--- config.mk ---
export PLATFORM = sky130hd
export DESIGN_NAME = syn_m_sched
export DESIGN_NICKNAME = d
export VERILOG_FILES = /design/src/rtl/syn_m_pkg.sv /design/src/rtl/syn_m_pps_sync.sv /design/src/rtl/syn_m_sched.sv
export SDC_FILE = /design/constraint.sdc
export NUM_CORES = 1
export LEC_CHECK = 0
export CAP_MARGIN = 20
export CORE_MARGIN = 2
export CORE_UTILIZATION = 50
export CTS_CLUSTER_SIZE = 20
export DETAILED_ROUTE_END_ITERATION = 8
export PLACE_DENSITY = 0.82
export SYNTH_ARGS = -nofsm -noshare
export SYNTH_HDL_FRONTEND = slang
export SYNTH_HIERARCHICAL = 1
export SYNTH_SLANG_ARGS = --single-unit
--- constraint.sdc ---
create_clock -name clk_sys -period 3.9 [get_ports clk_sys]
set_input_delay 0.585 -clock clk_sys [delete_from_list [all_inputs] [get_ports clk_sys]]
set_output_delay 0.585 -clock clk_sys [all_outputs]
set_load 0.01 [all_outputs]
--- src/rtl/syn_m_pkg.sv ---
// syn_m_pkg: shared types and constants for the GPS-disciplined frame scheduler.
package syn_m_pkg;

  // Width of every microsecond quantity (counter, period, info delay).
  localparam int US_W = 20;

  // Default GPS window half-width and holdover length.
  localparam int TOL_US_DEF   = 50;
  localparam int HOLD_MAX_DEF = 10;

  // Saturation value of the microsecond counter.
  localparam logic [US_W-1:0] US_MAX = '1;

  typedef enum logic [1:0] {
    ST_IDLE = 2'd0,
    ST_LOCK = 2'd1,
    ST_HOLD = 2'd2
  } sched_state_t;

endpackage

--- src/rtl/syn_m_pps_sync.sv ---
// syn_m_pps_sync: brings the asynchronous GPS PPS into clk_sys with a
// two-flop synchronizer, then produces a registered one-cycle rising-edge pulse.
module syn_m_pps_sync (
  input  logic clk_sys,
  input  logic rst_n,
  input  logic gps_pluse,
  output logic gps_rise
);

  logic meta_reg;
  logic sync_reg;
  logic edge_reg;
  logic rise_reg;

  // Synchronizer chain plus edge register; rise is registered to give a clean strobe.
  always_ff @(posedge clk_sys) begin
    if (!rst_n) begin
      meta_reg <= 1'b0;
      sync_reg <= 1'b0;
      edge_reg <= 1'b0;
      rise_reg <= 1'b0;
    end else begin
      meta_reg <= gps_pluse;
      sync_reg <= meta_reg;
      edge_reg <= sync_reg;
      rise_reg <= sync_reg & ~edge_reg;
    end
  end

  assign gps_rise = rise_reg;

endmodule

--- src/rtl/syn_m_sched.sv ---
// syn_m_sched: GPS-disciplined scheduler issuing fire_sync each period and
// fire_info a configurable delay later, with busy-aware info arbitration.
// Holdover free-run after GPS loss exists only when SYN_M_HOLDOVER_EN is defined;
// otherwise a LOCK timeout drops straight back to IDLE.
module syn_m_sched
  import syn_m_pkg::*;
#(
  parameter int TOL_US   = TOL_US_DEF,
  parameter int HOLD_MAX = HOLD_MAX_DEF
) (
  input  logic            clk_sys,
  input  logic            rst_n,
  input  logic            pluse_us,
  input  logic            gps_pluse,
  input  logic [US_W-1:0] cfg_period_us,
  input  logic [US_W-1:0] cfg_info_dly_us,
  input  logic            sync_busy,
  input  logic            info_busy,
  output logic            fire_sync,
  output logic            fire_info,
  output logic            gps_lock,
  output logic            holdover,
  output logic [US_W-1:0] us_cnt
);

  localparam int USX_W = US_W + 1;
  localparam int HC_W  = $clog2(HOLD_MAX + 2);
  localparam logic [USX_W-1:0] TOL_X    = USX_W'(TOL_US);
  localparam logic [HC_W-1:0]  HOLD_LIM = HC_W'(HOLD_MAX);

  sched_state_t    state_reg;
  logic [US_W-1:0] us_cnt_reg;
  logic [HC_W-1:0] hold_cnt_reg;
  logic            fire_sync_reg;
  logic            fire_info_reg;
  logic            gps_lock_reg;
  logic            holdover_reg;
  logic            armed_reg;
  logic            seen_reg;
  logic            pending_reg;

  logic             gps_rise;
  logic [USX_W-1:0] cnt_x;
  logic [USX_W-1:0] inc_x;
  logic [USX_W-1:0] period_x;
  logic [USX_W-1:0] win_lo;
  logic [USX_W-1:0] win_hi;
  logic             in_window;
  logic             lock_timeout;
  logic             hold_period;
  logic             hold_done;
  logic             sync_req;
  logic             to_idle;
  logic             info_hit;
  logic             info_want;

  // Overlapping frames are the transmitters' problem, so info_busy never gates a strobe.
  logic unused_info_busy;
  assign unused_info_busy = info_busy;

  syn_m_pps_sync u_pps_sync (
    .clk_sys   (clk_sys),
    .rst_n     (rst_n),
    .gps_pluse (gps_pluse),
    .gps_rise  (gps_rise)
  );

  // One extra bit keeps period+TOL and the counter increment free of wrap-around.
  assign cnt_x        = {1'b0, us_cnt_reg};
  assign inc_x        = cnt_x + 1'b1;
  assign period_x     = {1'b0, cfg_period_us};
  assign win_hi       = period_x + TOL_X;
  assign win_lo       = (period_x > TOL_X) ? (period_x - TOL_X) : '0;
  assign in_window    = (cnt_x >= win_lo) && (cnt_x <= win_hi);
  assign lock_timeout = pluse_us && (inc_x >= win_hi);
  assign hold_period  = pluse_us && (inc_x >= period_x);
  assign hold_done    = (hold_cnt_reg >= HOLD_LIM);

  // Info becomes due once per period, only while a period is running and the delay fits in it.
  assign info_hit  = armed_reg && !seen_reg && (us_cnt_reg == cfg_info_dly_us) &&
                     (cfg_info_dly_us < cfg_period_us);
  assign info_want = pending_reg || info_hit;

  // Decode this cycle's scheduling events: a sync request, or an exit to IDLE.
  always_comb begin
    sync_req = 1'b0;
    to_idle  = 1'b0;
    case (state_reg)
      ST_IDLE: sync_req = gps_rise;
      ST_LOCK: begin
        if (gps_rise && in_window) begin
          sync_req = 1'b1;
        end else if (lock_timeout) begin
`ifdef SYN_M_HOLDOVER_EN
          sync_req = 1'b1;
`else
          to_idle = 1'b1;
`endif
        end
      end
      ST_HOLD: begin
        if (gps_rise) begin
          sync_req = 1'b1;
        end else if (hold_period) begin
          if (hold_done) to_idle = 1'b1;
          else           sync_req = 1'b1;
        end
      end
      default: to_idle = 1'b1;
    endcase
  end

  // Lock state machine with registered lock/holdover flags and the holdover fire counter.
  always_ff @(posedge clk_sys) begin
    if (!rst_n) begin
      state_reg    <= ST_IDLE;
      hold_cnt_reg <= '0;
      gps_lock_reg <= 1'b0;
      holdover_reg <= 1'b0;
    end else begin
      case (state_reg)
        ST_IDLE: begin
          if (sync_req) begin
            state_reg    <= ST_LOCK;
            gps_lock_reg <= 1'b1;
          end
        end
        ST_LOCK: begin
          if (lock_timeout && !(gps_rise && in_window)) begin
`ifdef SYN_M_HOLDOVER_EN
            // The timeout fire itself is the first holdover period.
            state_reg    <= ST_HOLD;
            hold_cnt_reg <= HC_W'(1);
            gps_lock_reg <= 1'b0;
            holdover_reg <= 1'b1;
`else
            state_reg    <= ST_IDLE;
            gps_lock_reg <= 1'b0;
`endif
          end
        end
        ST_HOLD: begin
          if (gps_rise) begin
            state_reg    <= ST_LOCK;
            hold_cnt_reg <= '0;
            gps_lock_reg <= 1'b1;
            holdover_reg <= 1'b0;
          end else if (to_idle) begin
            state_reg    <= ST_IDLE;
            hold_cnt_reg <= '0;
            holdover_reg <= 1'b0;
          end else if (sync_req) begin
            hold_cnt_reg <= hold_cnt_reg + 1'b1;
          end
        end
        default: begin
          state_reg    <= ST_IDLE;
          hold_cnt_reg <= '0;
          gps_lock_reg <= 1'b0;
          holdover_reg <= 1'b0;
        end
      endcase
    end
  end

  // Microsecond counter and sync strobe: the counter restarts at zero with every fire_sync.
  always_ff @(posedge clk_sys) begin
    if (!rst_n) begin
      us_cnt_reg    <= '0;
      fire_sync_reg <= 1'b0;
    end else begin
      fire_sync_reg <= sync_req;
      if (sync_req) begin
        us_cnt_reg <= '0;
      end else if (pluse_us && (us_cnt_reg != US_MAX)) begin
        us_cnt_reg <= us_cnt_reg + 1'b1;
      end
    end
  end

  // Info arbitration: sync wins, busy defers, a new period or loss of lock drops it.
  always_ff @(posedge clk_sys) begin
    if (!rst_n) begin
      armed_reg     <= 1'b0;
      seen_reg      <= 1'b0;
      pending_reg   <= 1'b0;
      fire_info_reg <= 1'b0;
    end else if (sync_req) begin
      armed_reg     <= 1'b1;
      seen_reg      <= 1'b0;
      pending_reg   <= 1'b0;
      fire_info_reg <= 1'b0;
    end else if (to_idle) begin
      armed_reg     <= 1'b0;
      pending_reg   <= 1'b0;
      fire_info_reg <= 1'b0;
    end else begin
      if (info_hit) seen_reg <= 1'b1;
      pending_reg   <= info_want && sync_busy;
      fire_info_reg <= info_want && !sync_busy;
    end
  end

  assign fire_sync = fire_sync_reg;
  assign fire_info = fire_info_reg;
  assign gps_lock  = gps_lock_reg;
  assign holdover  = holdover_reg;
  assign us_cnt    = us_cnt_reg;

endmodule
==> reports/metrics.yaml, run 1 <==
grt:
  grt_overflow_total: 0
  antenna_found_initial: 0
  grt_usage: 0.309
  grt_pass1_vias: 4752
  grt_first_pass_wirelength_mm: 23.6
  grt_max_degree: 20
flow_run:
  maxCapViolations: 0
clocking:
  cts.sinks: 30
  cts_tree: "done"
  numCtsBuffers: 5
  root_buffer: "clkbuf_8"
  clock_latency_ps: 300
  hold_buffers: 0
  htree_num_levels: 2
  clk_pin_slew_ps: 70
  clock_path_buffers: 2
finish:
  antenna_cells: 0
  final_area_um2: 6030
  fillCellCount: 617
  nets: 818
  largest_reg_flops: 20
  multi_input_area_um2: 3670
  syn_to_final_growth_pct: 40.6
  drive_above_1_share: 0.217
  ff_latch_area_um2: 601
yosys:
  synth_mux_area_frac: 0
  synth-xor-area-share: 0.180
  synth_top_family_by_area: "simple AND/OR/NAND/NOR gates"
  synth_fa_ha_area_frac: 0.242
  ys.flop_type: "dfxtp_1"
  synth-compound-area-share: 0.132
  syn_area_um2: 4290
  synth.net_count: 671
  netlist_instances: 542
  synth-edff-count: 0
  yosys.area.top_type_share: 0.242
  ys_warn_count: 6
  yosys-top-cells-area: "ha_1 24%, dfxtp_1 14%, xnor2_1 11%"
  synth-seq-cells: 30
  ys_seq_area_frac: 0.140
  synthArstFlopShare: 0
  avgSynthCellArea_um2: 7.92
  netlist-cell-type-count: 61
  synth-simple-area-share: 0.256
  yosysTopAreaCell: "ha_1"
sta:
  drv_slew: 0
  relSlewSlack: 0.406
  whs_ps: 463
  worst_pin_slew_ps: 889
  hold_viol: 0
  clock_skew_ps: 11.1
  finalCriticalPeriod_ps: 3900
  min_period_over_period: 0.999
  fmax_ghz: 0.257
  setup_violations: 0
worst_setup_path:
  crit_chain: "clkdlybuf4s50_1, inv_1, ha_1, nand2b_1, nand3_1, o21ai_2, nand2b_4, nand2_1, ha_1, or4_1, a21oi_1, o41ai_2, a211o_1, o211ai_2, nand3_4, buf_12, nor2_2"
  slowest_delay_ps: 550
  path_max_fanout: 8
  crit_type: "input port to register"
  worstSetupEndpointType: "register"
  crit_top_cell: "ha_1"
  required_ps: 4130
  arrival_ps: 4130
  worst_path_max_delay_cell: "or4_1"
  cp-start-kind: "input port"
floorplanning:
  start_util: 0.520
  die_h_um: 96.7
  die_x_um: 96.7
  core_um2: 8260
  io_pins: 70
  die_area_um2: 9340
  fp-row-count: 33
routing:
  drtIter0Drc: 500
  drc_errors: 0
  route.vias.total: 4779
  wire_per_inst_um: 19.2
  via_per_inst: 6.01
  ant_nets: 0
  firstDrtPassIters: 5
  wl_mm: 15.3
power:
  leakagePower_nw: 2.92
  p_per_area_nw_per_um2: 161
  peakVddDrop_mv: 0.123
placed_design:
  dp_hpwl_mm: 11.7
  port-buffer-count: 67
  routabilityCongestion: 1.06
  dpl_cell_area_um2: 5670
run_status:
  status: "finished, final reports clean"
min_path:
  hold_class: "register to register"
-- worst max-delay path, delay by kind of cell --
kind	cells	cell delay, ps
simple gates	7	1360
buf+inv	3	790
compound gates	5	970
fa+ha+maj	2	410
-- power breakdown --
part | leakage, nW | internal [mW] | switching [mW]
registers | 0.243 | 0.311 | 0.00254
logic | 2.63 | 0.179 | 0.190
clock network | 0.0472 | 0.142 | 0.149
-- logic make-up (layout without fill, tap and decap cells) --
group                      after synthesis  in the layout
buffers and inverters                   51            198
xor gates and xnor gates                88             88
and+or+nand+nor                        208            209
adders and majority gates               83             83
DFF                                     30             30
other                                    1              1
AOI/OAI and AO/OA                       81             81
-- through the flow --
stage | power (mW) | cells | setup TNS [ps] | setup WS [ps] | utilization
6_report | 0.973 | 795 | 0 | 3.45 | 0.731
5_1_grt | 1.02 | 795 | -2920 | -158 | 0.731
4_1_cts | 0.946 | 788 | 0 | 5.47 | 0.701
3_5_place_dp | 0.657 | 780 | -10060 | -442 | 0.687
3_3_place_gp | 0.645 | 780 | -7870 | -340 | 0.687
2_1_floorplan | 0.491 | 542 | 0 | 101 | -
-- final cells by class --
| cell class | count | share of cell area |
|---|---|---|
| multi-input combinational | 462 | 0.608 |
| sequential | 30 | 0.0995 |
| clock buffer | 6 | 0.0137 |
| tap | 105 | 0.0218 |
| inverter | 26 | 0.0162 |
| clock inverter | 2 | 0.00207 |
| timing repair buffer | 164 | 0.239 |
-- synth_stat cells, drive strengths merged, types with 4 or more instances --
cell    instances
and2           10
a211o           4
nand2          54
and3           10
clkbuf         14
o21ai          14
a21boi          4
nand2b          6
nand3          34
xor2           35
a21o            6
ha             83
a21oi          23
nor2           38
dfxtp          30
nand4          17
nor3           10
inv            26
xnor2          53
nor4           12
a211oi          5
buf            11
-- cells in the final DEF (no fill, tap or decap), types with 3 or more instances in the layout --
master	netlist	routed
and4_1	3	3
nand4_1	17	17
o21ai_1	1	3
xnor2_1	53	48
a21oi_1	22	20
nor4_1	10	6
nor4_2	2	5
a21o_1	6	6
buf_4	2	94
dlymetal6s2s_1	0	4
o21ai_0	13	9
nor2_2	1	6
and2_1	6	6
clkbuf_8	0	6
clkdlybuf4s50_1	0	63
and2_2	3	3
nand3_1	33	33
xor2_1	35	35
o21a_1	3	3
and3_1	10	8
inv_1	25	25
a211oi_1	5	4
nor3_1	10	9
dfxtp_1	30	30
ha_1	83	82
a211o_1	4	4
nand2b_1	6	5
nor2_1	37	32
xnor2_2	0	5
nand2_1	54	54
-- path summary, 6_finish.rpt --
| check | from | end | slack (ps) | cells past startpoint |
|---|---|---|---|---|
| max | cfg_period_us[1] | us_cnt[2] | 3 | 17 |
| min | u_pps_sync/meta_reg | u_pps_sync/sync_reg | 460 | 1 |
| max reg2reg | us_cnt[1] | gps_lock | 320 | 16 |
| min reg2reg | u_pps_sync/meta_reg | u_pps_sync/sync_reg | 460 | 1 |
-- per-layer routing --
layer	track usage	up-vias	share of wire
met2	0.499	267	0.45
li1	-	2234	-
met1	0.412	2222	0.42
met5	0	-	0
met3	0.0419	56	0.080
met4	0.129	0	0.047
-- what timing repair did --
action	4_1_cts	5_1_grt
pin swaps	1	18
buffers inserted	0	5
setup endpoints to repair	22	26
cloned	0	2
resized for setup	5	41
(Power assumes the default switching activity.)
==> run 2, diff against run 1 <==
--- a/config.mk
+++ b/config.mk
@@ -5,12 +5,14 @@
 export SDC_FILE = /design/constraint.sdc
 export NUM_CORES = 1
 export LEC_CHECK = 0
+export ABC_AREA = 0
 export CAP_MARGIN = 20
 export CORE_MARGIN = 2
 export CORE_UTILIZATION = 50
+export CTS_CLUSTER_DIAMETER = 60
 export CTS_CLUSTER_SIZE = 20
 export DETAILED_ROUTE_END_ITERATION = 8
-export PLACE_DENSITY = 0.82
+export PLACE_DENSITY = 0.87
 export SYNTH_ARGS = -nofsm -noshare
 export SYNTH_HDL_FRONTEND = slang
 export SYNTH_HIERARCHICAL = 1
==> reports/metrics.yaml, run 2 (same netlist as run 1, synthesis figures left out) <==
run_status:
  status: "finished, final reports clean"  # unchanged
grt:
  grt_pass1_vias: 4996  # was 4752
  grt_max_degree: 20  # unchanged
  grt_usage: 0.312  # was 0.309
  grt_overflow_total: 0  # unchanged
  antenna_found_initial: 0  # unchanged
  grt_first_pass_wirelength_mm: 23.9  # was 23.6 mm
power:
  p_per_area_nw_per_um2: 158  # was 161 nW/µm²
  peakVddDrop_mv: 0.131  # was 0.123 mV
  leakagePower_nw: 2.96  # was 2.92 nW
floorplanning:
  die_area_um2: 9340  # unchanged
  fp-row-count: 33  # unchanged
  io_pins: 70  # unchanged
  core_um2: 8260  # unchanged
  start_util: 0.520  # unchanged
  die_h_um: 96.7  # unchanged
  die_x_um: 96.7  # unchanged
placed_design:
  routabilityCongestion: 1.05  # was 1.06
  pre_cts_slack_ps: -656  # was -442 ps
  port-buffer-count: 67  # unchanged
  dpl.cell_count: 779  # was 780
  dp_hpwl_mm: 11.7  # about the same
worst_setup_path:
  required_ps: 4130  # about the same
  path_max_fanout: 7  # was 8
  worstSetupEndpointType: "register"  # unchanged
  r2r_start: "us_cnt[0]"  # was us_cnt[1]
  crit_type: "input port to register"  # unchanged
  arrival_ps: 4090  # was 4130 ps
  cp-start-kind: "input port"  # unchanged
  critPathLaunch: "cfg_period_us[3]"  # was cfg_period_us[1]
routing:
  wl_mm: 15.5  # was 15.3 mm
  via_per_inst: 6.25  # was 6.01
  route.vias.total: 4979  # was 4779
  drc_errors: 0  # unchanged
  drtIter0Drc: 394  # was 500
  ant_nets: 0  # unchanged
  firstDrtPassIters: 7  # was 5
  wire_per_inst_um: 19.5  # was 19.2 µm
clocking:
  clk_pin_slew_ps: 70  # about the same
  root_buffer: "clkbuf_8"  # unchanged
  clock_latency_ps: 290  # was 300 ps
  cts_tree: "done"  # unchanged
  cts.sinks: 30  # unchanged
  clock_path_buffers: 2  # unchanged
  htree_num_levels: 2  # unchanged
  numCtsBuffers: 5  # unchanged
sta:
  clock_skew_ps: 5.97  # was 11.1 ps
  relSlewSlack: 0.388  # was 0.406
  drv_slew: 0  # unchanged
  whs_ps: 441  # was 463 ps
  worst_pin_slew_ps: 916  # was 889 ps
  tns_ps: 0  # unchanged
  fmax_ghz: 0.259  # was 0.257 GHz
  finalCriticalPeriod_ps: 3860  # was 3900 ps
  min_period_over_period: 0.990  # was 0.999
  hold_viol: 0  # unchanged
  setup_violations: 0  # unchanged
  setup_ws_ps: 39.4  # was 3.45 ps
finish:
  antenna_cells: 0  # unchanged
  mostFrequentLayoutCells: "94 x buf_4, 81 x ha_1, 56 x clkdlybuf4s50_1"  # was 94 x buf_4, 82 x ha_1, 63 x clkdlybuf4s50_1
  drive_above_1_share: 0.240  # was 0.217
  final_util: 0.743  # was 0.731
  syn_to_final_growth_pct: 43.0  # was 40.6%
  fin_cells: 797  # was 795
  fillCellCount: 583  # was 617
  nets: 820  # was 818
  largest_reg_flops: 20  # unchanged
  final_common_cell: "buf_4"  # unchanged
min_path:
  min_from: "u_pps_sync/meta_reg"  # unchanged
  hold_class: "register to register"  # unchanged
flow_run:
  maxCapViolations: 0  # unchanged
==> run 2: changes by cell type in the layout (fill, tap and decap cells not counted), moves of 3 or more <==
cell | previous run | this run
buf_6 | 1 | 5
a21oi_2 | 2 | 5
dlymetal6s2s_1 | 4 | 8
dlygate4sd2_1 | 0 | 3
clkdlybuf4s50_1 | 63 | 56
==> run 2: area by class of cell <==
cell class	instances	area [µm²]	share of cell area
multi-input combinational	462	3760	0.613
timing repair buffer	166	1450	0.236
sequential	30	602	0.0981
tap	105	131	0.0214
inverter	26	97.6	0.0159
clock buffer	6	82.6	0.0135
clock inverter	2	12.5	0.00204
==> run 2: per-layer routing <==
layer | vias up | wire length (µm) | track usage
li1 | 2233 | - | -
met1 | 2312 | 5830 | 0.367
met2 | 341 | 7320 | 0.528
met3 | 93 | 1440 | 0.0650
met4 | 0 | 930 | 0.170
met5 | - | 0 | 0
==> run 2: final timing paths <==
path / end / slack, ps / cells past startpoint
worst min-delay path: u_pps_sync/sync_reg / 440 / 1
worst min register to register: u_pps_sync/sync_reg / 440 / 1
worst max register to register: seen_reg / 240 / 16
worst max-delay path: us_cnt[7] / 40 / 18
==> run 2: power by group <==
group          switching (mW)  total [mW]  leakage [nW]  internal [mW]
Sequential            0.00429       0.315         0.243          0.311
Combinational           0.192       0.375          2.67          0.183
Clock                   0.138       0.280        0.0472          0.142
==> run 2: worst max-delay path, stage by stage <==
cell             delay [ps]
clkdlybuf4s50_1         460
nor4_1                  370
buf_4                   180
o21ai_2                  70
buf_4                   140
nand2b_4                160
buf_4                   150
and2_1                  150
ha_1                    260
nand2b_1                160
a21oi_2                 160
o41ai_2                 100
buf_4                   150
a211o_1                 330
o211ai_4                130
nand3_4                 210
buf_6                   200
nor2_1                  110
==> run 2: through the flow <==
step | total power [mW] | area, µm²
5_1_grt | 1.01 | 6140
2_1_floorplan | 0.491 | 4290
4_1_cts | 0.939 | 5870
6_report | 0.970 | 6140
3_3_place_gp | 0.640 | 5650
3_5_place_dp | 0.654 | 5650
==> run 2: what timing repair did <==
item                       in CTS  in global routing
cloned                          2                  0
setup buffers                   1                  8
pin swaps                       8                 14
setup endpoints to repair      26                 26
resized for setup              25                 50
hold buffers                    0                  0
==> run 3, diff against run 2 <==
--- a/config.mk
+++ b/config.mk
@@ -12,8 +12,7 @@
 export CTS_CLUSTER_DIAMETER = 60
 export CTS_CLUSTER_SIZE = 20
 export DETAILED_ROUTE_END_ITERATION = 8
-export PLACE_DENSITY = 0.87
+export PLACE_DENSITY = 0.88
 export SYNTH_ARGS = -nofsm -noshare
 export SYNTH_HDL_FRONTEND = slang
-export SYNTH_HIERARCHICAL = 1
 export SYNTH_SLANG_ARGS = --single-unit
==> reports/metrics.yaml, run 3 <==
clocking:
  root_buffer: "clkbuf_8"  # unchanged
  cts_tree: "done"  # unchanged
  numCtsBuffers: 5  # unchanged
  clock_latency_ps: 280  # was 290 ps
  clk_pin_slew_ps: 70  # about the same
  clock_path_buffers: 2  # unchanged
  htree_num_levels: 2  # unchanged
  cts.sinks: 30  # unchanged
flow_run:
  maxCapViolations: 0  # unchanged
run_status:
  status: "complete, but fails checks"  # was finished, final reports clean
  violations: "setup timing"
grt:
  grt_overflow_total: 0  # unchanged
  antenna_found_initial: 0  # unchanged
  grt_pass1_vias: 5041  # was 4996
  grt_first_pass_wirelength_mm: 24.3  # was 23.9 mm
  grt_max_degree: 13  # was 20
  grt_usage: 0.344  # was 0.312
routing:
  route.vias.total: 5148  # was 4979
  drtIter0Drc: 532  # was 394
  drc_errors: 0  # unchanged
  wire_per_inst_um: 20.3  # was 19.5 µm
  wl_mm: 16.5  # was 15.5 mm
  ant_nets: 0  # unchanged
  firstDrtPassIters: 5  # was 7
  via_per_inst: 6.33  # was 6.25
sta:
  relSlewSlack: 0.619  # was 0.388
  hold_viol: 0  # unchanged
  setup_violations: 23  # was 0
  finalCriticalPeriod_ps: 4030  # was 3860 ps
  worst_pin_slew_ps: 564  # was 916 ps
  whs_ps: 397  # was 441 ps
  setup_ws_ps: -135  # was 39.4 ps
  tns_ps: -2070  # was 0 ps
  fmax_ghz: 0.248  # was 0.259 GHz
  min_period_over_period: 1.03  # was 0.990
  clock_skew_ps: 7.91  # was 5.97 ps
  rsz0062_at_grt: "yes"
  drv_slew: 0  # unchanged
finish:
  final_area_um2: 6320  # was 6140 µm²
  fillCellCount: 501  # was 583
  drive_above_1_share: 0.278  # was 0.240
  final_util: 0.770  # was 0.743
  nets: 836  # was 820
  mostFrequentLayoutCells: "107 x buf_4, 74 x ha_1, 59 x xnor2_1"  # was 94 x buf_4, 81 x ha_1, 56 x clkdlybuf4s50_1
  syn_to_final_growth_pct: 49.6  # was 43.0%
  antenna_cells: 0  # unchanged
  largest_reg_flops: 20  # unchanged
  final_common_cell: "buf_4"  # unchanged
power:
  finalPower_mw: 0.985  # was 0.970 mW
  peakVddDrop_mv: 0.309  # was 0.131 mV
  leakagePower_nw: 2.93  # was 2.96 nW
  p_per_area_nw_per_um2: 156  # was 158 nW/µm²
min_path:
  hold_class: "register to register"  # unchanged
  min_from: "u_pps_sync.edge_reg"  # was u_pps_sync/meta_reg
placed_design:
  dpl_cell_area_um2: 5740  # was 5650 µm²
  routabilityCongestion: 0.999  # was 1.05
  dp_hpwl_mm: 11.7  # about the same
  port-buffer-count: 67  # unchanged
yosys:
  ys_seq_area_frac: 0.142  # was 0.140
  ys.flop_type: "dfxtp_1"  # unchanged
  ys_warn_count: 0  # was 6
  synth_most_common_cell: "ha_1"  # unchanged
  yosys.area.top_type_share: 0.246  # was 0.242
  netlist_instances: 539  # was 542
  yosys-top-cells-area: "ha_1 25%, dfxtp_1 14%, xnor2_1 12%"  # was ha_1 24%, dfxtp_1 14%, xnor2_1 11%
  synthArstFlopShare: 0  # unchanged
  synth-edff-count: 0  # unchanged
  syn_area_um2: 4230  # was 4290 µm²
  synthTopCellsByCount: "83 x ha_1, 60 x xnor2_1, 55 x nand2_1"  # was 83 x ha_1, 54 x nand2_1, 53 x xnor2_1
  synth-seq-cells: 30  # unchanged
  synth.net_count: 668  # was 671
  netlist-cell-type-count: 57  # was 61
  avgSynthCellArea_um2: 7.84  # was 7.92 µm²
  yosysTopAreaCell: "ha_1"  # unchanged
floorplanning:
  io_pins: 70  # unchanged
  die_h_um: 96.0  # was 96.7 µm
  start_util: 0.515  # was 0.520
  core_um2: 8220  # was 8260 µm²
  fp-row-count: 33  # unchanged
  die_x_um: 96.0  # was 96.7 µm
  die_area_um2: 9210  # was 9340 µm²
worst_setup_path:
  critPathLaunch: "cfg_period_us[7]"  # was cfg_period_us[3]
  required_ps: 4110  # was 4130 ps
  r2r_start: "us_cnt[9]"  # was us_cnt[0]
  cp-start-kind: "input port"  # unchanged
  crit_type: "input port to register"  # unchanged
  path_max_fanout: 7  # unchanged
  worstSetupEndpointType: "register"  # unchanged
  arrival_ps: 4240  # was 4090 ps
run 3: changes by cell type in the layout (fill, tap and decap cells not counted), moves of 5 or more:
cell | previous run | this run
buf_4 | 94 | 107
nand3_1 | 32 | 23
ha_4 | 1 | 8
inv_1 | 24 | 31
dlymetal6s2s_1 | 8 | 0
xnor2_1 | 47 | 59
nand2_4 | 0 | 5
xnor2_2 | 6 | 1
ha_1 | 81 | 74
xor2_1 | 35 | 24
run 3: what timing repair did:
item / CTS / global route
resized for setup: 87 / 32
pin swaps: 32 / 22
buffers inserted: 6 / 6
hold buffers: 0 / 0
setup endpoints to repair: 26 / 26
gates cloned: 1 / 0
run 3: kinds of logic after synthesis:
| logic type | synth area share |
|---|---|
| other cells | 0.000887 |
| mux | 0.00237 |
| flops | 0.142 |
| buf+inv | 0.0509 |
| xor+xnor | 0.174 |
| fa+ha+maj | 0.246 |
| simple gates | 0.247 |
| compound gates | 0.137 |
run 3: layout make-up:
class / instances / area [µm²] / share of cell area
clock buffer: 6 / 82.6 / 0.0131
sequential: 30 / 601 / 0.0950
clock inverter: 2 / 12.5 / 0.00198
timing repair buffer: 182 / 1570 / 0.247
tap: 105 / 131 / 0.0208
multi-input combinational: 457 / 3820 / 0.603
inverter: 31 / 116 / 0.0184
run 3: where the power goes:
group	switching, mW	internal, mW
clock network	0.116	0.141
registers	0.00338	0.311
logic	0.214	0.199
run 3: worst max-delay path, cell delays in order:
cell and delay (ps):
buf_6 90, or4_4 550, or3_4 420, or3_4 380, o21bai_4 220, buf_12 160
buf_16 130, nand2_4 50, ha_4 200, a21o_1 220, a2111oi_4 380, a211oi_2 160
a211o_4 420, buf_6 150, a211oi_2 130
run 3: metrics by stage:
stage | cells | setup slack (ps)
6_report | 813 | -135
2_1_floorplan | 539 | -185
3_5_place_dp | 792 | -882
4_1_cts | 807 | -43.2
3_3_place_gp | 792 | -828
5_1_grt | 813 | -212
run 3: routing by layer:
layer,wire length [µm],track usage
met1,6330,0.427
met4,1100,0.186
met5,0,0
met3,1570,0.0431
met2,7490,0.576
run 3: worst paths after layout:
check | slack [ps] | to | cells past startpoint
min reg2reg | 400 | u_pps_sync.gps_rise | 1
max reg2reg | 230 | gps_lock | 15
max | -130 | us_cnt[19] | 15
min | 400 | u_pps_sync.gps_rise | 1
==> patch 1, RTL diff (settings of run 1) <==
Reset style: asynchronous (`rst_n`), changed in 4 clocked blocks.
--- a/src/rtl/syn_m_pps_sync.sv
+++ b/src/rtl/syn_m_pps_sync.sv
@@ -13,7 +13,7 @@
   logic rise_reg;
 
   // Synchronizer chain plus edge register; rise is registered to give a clean strobe.
-  always_ff @(posedge clk_sys) begin
+  always_ff @(posedge clk_sys or negedge rst_n) begin
     if (!rst_n) begin
       meta_reg <= 1'b0;
       sync_reg <= 1'b0;
--- a/src/rtl/syn_m_sched.sv
+++ b/src/rtl/syn_m_sched.sv
@@ -111,7 +111,7 @@
   end
 
   // Lock state machine with registered lock/holdover flags and the holdover fire counter.
-  always_ff @(posedge clk_sys) begin
+  always_ff @(posedge clk_sys or negedge rst_n) begin
     if (!rst_n) begin
       state_reg    <= ST_IDLE;
       hold_cnt_reg <= '0;
@@ -164,7 +164,7 @@
   end
 
   // Microsecond counter and sync strobe: the counter restarts at zero with every fire_sync.
-  always_ff @(posedge clk_sys) begin
+  always_ff @(posedge clk_sys or negedge rst_n) begin
     if (!rst_n) begin
       us_cnt_reg    <= '0;
       fire_sync_reg <= 1'b0;
@@ -179,7 +179,7 @@
   end
 
   // Info arbitration: sync wins, busy defers, a new period or loss of lock drops it.
-  always_ff @(posedge clk_sys) begin
+  always_ff @(posedge clk_sys or negedge rst_n) begin
     if (!rst_n) begin
       armed_reg     <= 1'b0;
       seen_reg      <= 1'b0;
Behaviour: differs if rst_n is asserted again (counterexample within 4 cycles, from zero or initial values and one cycle with rst_n low); with rst_n held inactive, the same outputs for 10 cycles.
==> patch 1 against run 1 <==
Routed wire length down 12%; worst setup slack better by 0.013 ns; area after synthesis up 2.1%; sequential cell count unchanged; core utilization down 5.0 points; first-iteration DRC count down 56%; largest cell class unchanged; register-to-register slack worse by 0.04 ns; highest routed layer unchanged; via count down 5.7%; design area down 3.0%.
Power is not compared: it rests on default switching activity, and its combinational part moved more than twofold at a synthesized area within 25%.
==> patch 1: results (changes against run 1) <==
{| class="wikitable"
! Metric !! Value
|-
| Result of the run || completed
|-
| Final design utilization || 0.681 (-0.0498)
|-
| Fraction of cell area in non-clock buffers || 0.205 (-0.0340)
|-
| Setup clock skew after layout || 0.0146 ns (+0.00346 ns)
|-
| Met1 demand-to-capacity share in global routing || 0.328 (-0.0844)
|-
| Multi-input combinational gate total || 460 (-0.43%)
|-
| Relative slew slack || 0.458 (+0.0523)
|-
| Setup Slack @ Placement || -0.240 ns (+0.202 ns)
|-
| Met1 Routed Length || 5.34 mm (-17%)
|-
| Met3 GRT Util || 0.0273 (-0.0146)
|-
| Grt met2 use || 0.485 (-0.0141)
|-
| Slowest cell on the critical path || clkdlybuf4s50_1
|-
| Capture instance of the worst register-to-register path || fire_info
|-
| Highest net fanout along the worst path || 5 (-3)
|-
| Final critical-path required period || 3.88 ns (-0.0131 ns)
|-
| Total routing resource utilization after global routing || 0.272 (-0.0363)
|-
| Post-synthesis async set-or-reset flop share || 1.00 (+1.00)
|-
| First-pass GRT wire length || 21.3 mm (-9.7%)
|-
| Post-synthesis cell count || 544 (+0.37%)
|-
| Non-clock buffers || 134 (-18%)
|-
| Number of clock-tree buffers in the layout || 7 (+1)
|-
| Number of global-route vias before repair || 4724 (-0.59%)
|-
| Number of design-rule violations left by the first detailed-router iteration || 221 (-56%)
|-
| Avg Synthesized Cell Area || 8.06 µm² (+1.7%)
|-
| Count of fill cells added during filler insertion || 666 (+7.9%)
|-
| Worst hold-check slack || 0.339 ns (-0.124 ns)
|-
| Post-synthesis xor/xnor area fraction || 0.174 (-0.00569)
|-
| Number of different library cells in the post-synthesis netlist || 53 (-13%)
|-
| Clock buffers and inverters, area share || 0.0156 (-0.000150)
|-
| Main area contributors after synthesis || ha_1, dfrtp_1, xnor2_1
|-
| Cell depth of the worst min-delay path || 0 (-1)
|-
| Adder and majority cell fraction of the synthesized area || 0.237 (-0.00497)
|-
| Launching point of the worst reg2reg path || us_cnt[0]
|-
| Category of cells accounting for the largest share of critical-path delay || buffers and inverters
|}
-- patch 1: logic make-up (layout without fill, tap and decap cells) --
group                    after synthesis  count (layout)
other                                  1               1
buffers and inverters                 54             172
adder cells (fa/ha/maj)               83              83
AO/OA/AOI/OAI                         86              86
multiplexers                           1               1
AND/OR/NAND/NOR                      202             202
flip-flops                            30              30
XOR/XNOR                              87              87
-- patch 1: worst max-delay path by stage --
stage | from | endpoint | depth (start not counted)
finish | cfg_period_us[2] | us_cnt[13] | 19
global route | cfg_period_us[2] | us_cnt[9] | 19
CTS | cfg_period_us[10] | armed_reg | 16
detailed placement | cfg_period_us[10] | armed_reg | 16
global placement | cfg_period_us[10] | armed_reg | 16
floorplan | cfg_period_us[1] | gps_lock | 15
-- patch 1: timing repair --
action	4_1_cts	5_1_grt
endpoints found under the hold margin	0	0
gates resized for setup	0	37
endpoints found under the setup margin	0	26
buffers inserted	0	1
==> patch 2, RTL diff (config.mk and constraints of run 1) <==
Made on the original files. `US_W`: 20 -> 40.
--- a/src/rtl/syn_m_pkg.sv
+++ b/src/rtl/syn_m_pkg.sv
@@ -2,7 +2,7 @@
 package syn_m_pkg;
 
   // Width of every microsecond quantity (counter, period, info delay).
-  localparam int US_W = 20;
+  localparam int US_W = 40;
 
   // Default GPS window half-width and holdover length.
   localparam int TOL_US_DEF   = 50;
Interface: changed (resized cfg_info_dly_us, cfg_period_us and us_cnt); port bits go from 70 to 130. No check against the original RTL was run, so the function may have changed too.
==> patch 2 against run 1 <==
The run now ends with setup timing left; via count grew 110%; worst setup slack got worse by 0.83 ns; routed wire length grew 130%; non-clock buffer count rose by 236; area after synthesis up 100%; sequential cell count increased by 20; combinational power grew 96%; design area is 110% higher; power is 76% higher; critical endpoint is now us_cnt[38]; largest power group unchanged; highest routed layer unchanged.
==> patch 2: results (changes against run 1) <==
{| class="wikitable"
! Metric !! Value
|-
| Setup Slack @ Placement || -1.54 ns (-1.10 ns)
|-
| HPWL after detailed placement || 26.4 mm (+130%)
|-
| Max Root-Sink Buffers || 2 (unchanged)
|-
| Result of the run || finished with violations
|-
| Most used standard cells in the synthesized netlist || ha_1, xnor2_1, nand2_1
|-
| Routed wire per std cell || 20.5 µm (+6.7%)
|-
| Number of antenna violations at the first check in global routing || 2 (+2)
|-
| CP peak stage delay || 0.53 ns (-0.02 ns)
|-
| Setup clock skew after layout || 0.0132 ns (+0.00206 ns)
|-
| H-tree depth || 2 (unchanged)
|-
| Number of flip-flops under the largest register name || 40 (+100%)
|-
| Syn. warnings || 6 (unchanged)
|-
| Post-synthesis async set-or-reset flop share || 0 (unchanged)
|-
| Worst min-delay path category || reg -> reg
|-
| Placed Area || 11900 µm² (+110%)
|-
| Share of final-layout standard cells stronger than drive strength 1 || 0.296 (+0.0783)
|-
| Number of design-rule violations left by the first detailed-router iteration || 957 (+91%)
|-
| Gp weighted congestion || 0.983 (-6.9%)
|-
| First-pass GRT wire length || 51.1 mm (+120%)
|-
| Minimum setup slack in the final design || -0.822 ns (-0.826 ns)
|-
| Measured slew at the worst slew-check pin || 0.657 ns (-0.232 ns)
|-
| Maximum number of pins on one net before global-route repair || 23 (+15%)
|-
| Number of different library cells in the post-synthesis netlist || 64 (+4.9%)
|-
| Sequential fraction of the synthesis area || 0.116 (-0.0240)
|-
| Most frequent cell on the critical path || or4_4
|-
| Final setup violation count || 46 (+46)
|-
| Highest net fanout along the worst path || 8 (unchanged)
|-
| Final layout net count || 1709 (+110%)
|-
| Number of clock buffers inserted by TritonCTS || 5 (unchanged)
|-
| Synth Flop Type || dfxtp_1
|-
| Buffer cell driving the clock tree root || clkbuf_16
|-
| Crit path arrival time || 4.98 ns (+0.85 ns)
|-
| Count of fill cells added during filler insertion || 1174 (+90%)
|-
| Worst IR Drop VDD || 0.156 mV (+27%)
|-
| Total routing resource utilization after global routing || 0.361 (+0.0527)
|-
| Count of buffers from port buffering || 127 (+90%)
|-
| Main area contributors after synthesis || ha_1, xnor2_1, dfxtp_1
|-
| Number of global-route vias before repair || 9830 (+110%)
|-
| Violated checks || setup timing
|-
| Leakage power || 5.81 nW (+99%)
|-
| Slowest cell on the critical path || or4_4
|-
| Average via count per standard cell || 6.00 (-0.16%)
|-
| Flop-to-flop setup slack || -0.57 ns (-0.89 ns)
|-
| Skew-Pair Late Insertion Delay || 0.31 ns
|-
| Clock transition at the register clock pins on the worst setup and hold paths after CTS || 0.08 ns
|-
| Number of iterations in the first detailed-routing pass || 5 (unchanged)
|-
| Synth Net Count || 1350 (+100%)
|}
-- patch 2: cell types whose count changed after synthesis, moves of 26 or more --
cell	delta
o21ai_0	+26
xnor2_1	+74
nor3_1	+27
nand2_1	+58
nor2_4	+37
inv_1	+28
clkbuf_1	+27
nand4_1	+36
a21oi_1	+31
ha_1	+80
-- patch 2: layout make-up --
class | instances | area share
inverter | 54 | 0.0157
timing repair buffer | 400 | 0.273
multi-input combinational | 949 | 0.600
sequential | 50 | 0.0774
tap | 225 | 0.0218
clock inverter | 3 | 0.00223
antenna | 2 | 0.000387
clock buffer | 5 | 0.00967
-- patch 2: where the power goes --
| part | total, W | leakage, nW | internal (W) | switching [W] |
|---|---|---|---|---|
| Clock | 0.000473 | 0.0763 | 0.000246 | 0.000227 |
| Combinational | 0.000725 | 5.33 | 0.000350 | 0.000376 |
| Sequential | 0.000518 | 0.404 | 0.000514 | 0.00000334 |
-- patch 2: cell families (layout without fill, tap and decap cells) --
kind of cell,Yosys count,count (layout),synth area share
flip-flops,50,50,0.116
buffers and inverters,103,462,0.0545
XOR/XNOR,186,186,0.189
AO/OA/AOI/OAI,160,161,0.120
other,1,3,0.000434
AND/OR/NAND/NOR,438,438,0.284
adder cells (fa/ha/maj),163,163,0.236
-- patch 2: worst max-delay path, delay by kind of cell --
kind	cells	cell delay, ns
and+or+nand+nor	7	2.17
AOI/OAI and AO/OA	7	1.41
buffers and inverters	4	0.58
adders and majority gates	1	0.21
-- patch 2: through the flow --
step           hold WS (ns)  instances   util  setup TNS [ns]  power [W]
6_report              0.470       1688  0.756          -33.97    0.00172
5_1_grt               0.501       1686  0.755          -39.87    0.00179
4_1_cts               0.462       1678  0.732          -38.21    0.00167
3_5_place_dp          0.445       1650  0.698          -68.50    0.00118
3_3_place_gp          0.423       1650  0.698          -65.16    0.00116
2_1_floorplan         0.420       1101      -          -35.45   0.000856
-- patch 2: path summary, 6_finish.rpt --
check / cells after the start / end / startpoint
min: 2 / seen_reg / seen_reg
min reg2reg: 2 / seen_reg / seen_reg
max: 19 / us_cnt[38] / cfg_period_us[35]
max reg2reg: 17 / seen_reg / us_cnt[0]
-- patch 2: metal layers --
| metal | track usage | vias up | routed length, µm | part of all wire |
|---|---|---|---|---|
| li1 | - | 4644 | - | - |
| met1 | 0.439 | 4780 | 13100 | 0.38 |
| met2 | 0.620 | 555 | 16500 | 0.48 |
| met3 | 0.0703 | 152 | 3170 | 0.092 |
| met4 | 0.157 | 0 | 1900 | 0.055 |
| met5 | 0 | - | 0 | 0 |
-- patch 2: what timing repair did --
item                                    in CTS  in global routing
pin swaps                                   26                 35
endpoints found under the setup margin      46                 46
resized for setup                           77                 89
hold buffers                                 0                  0
gates cloned                                 5                  1
setup buffers                               18                  9
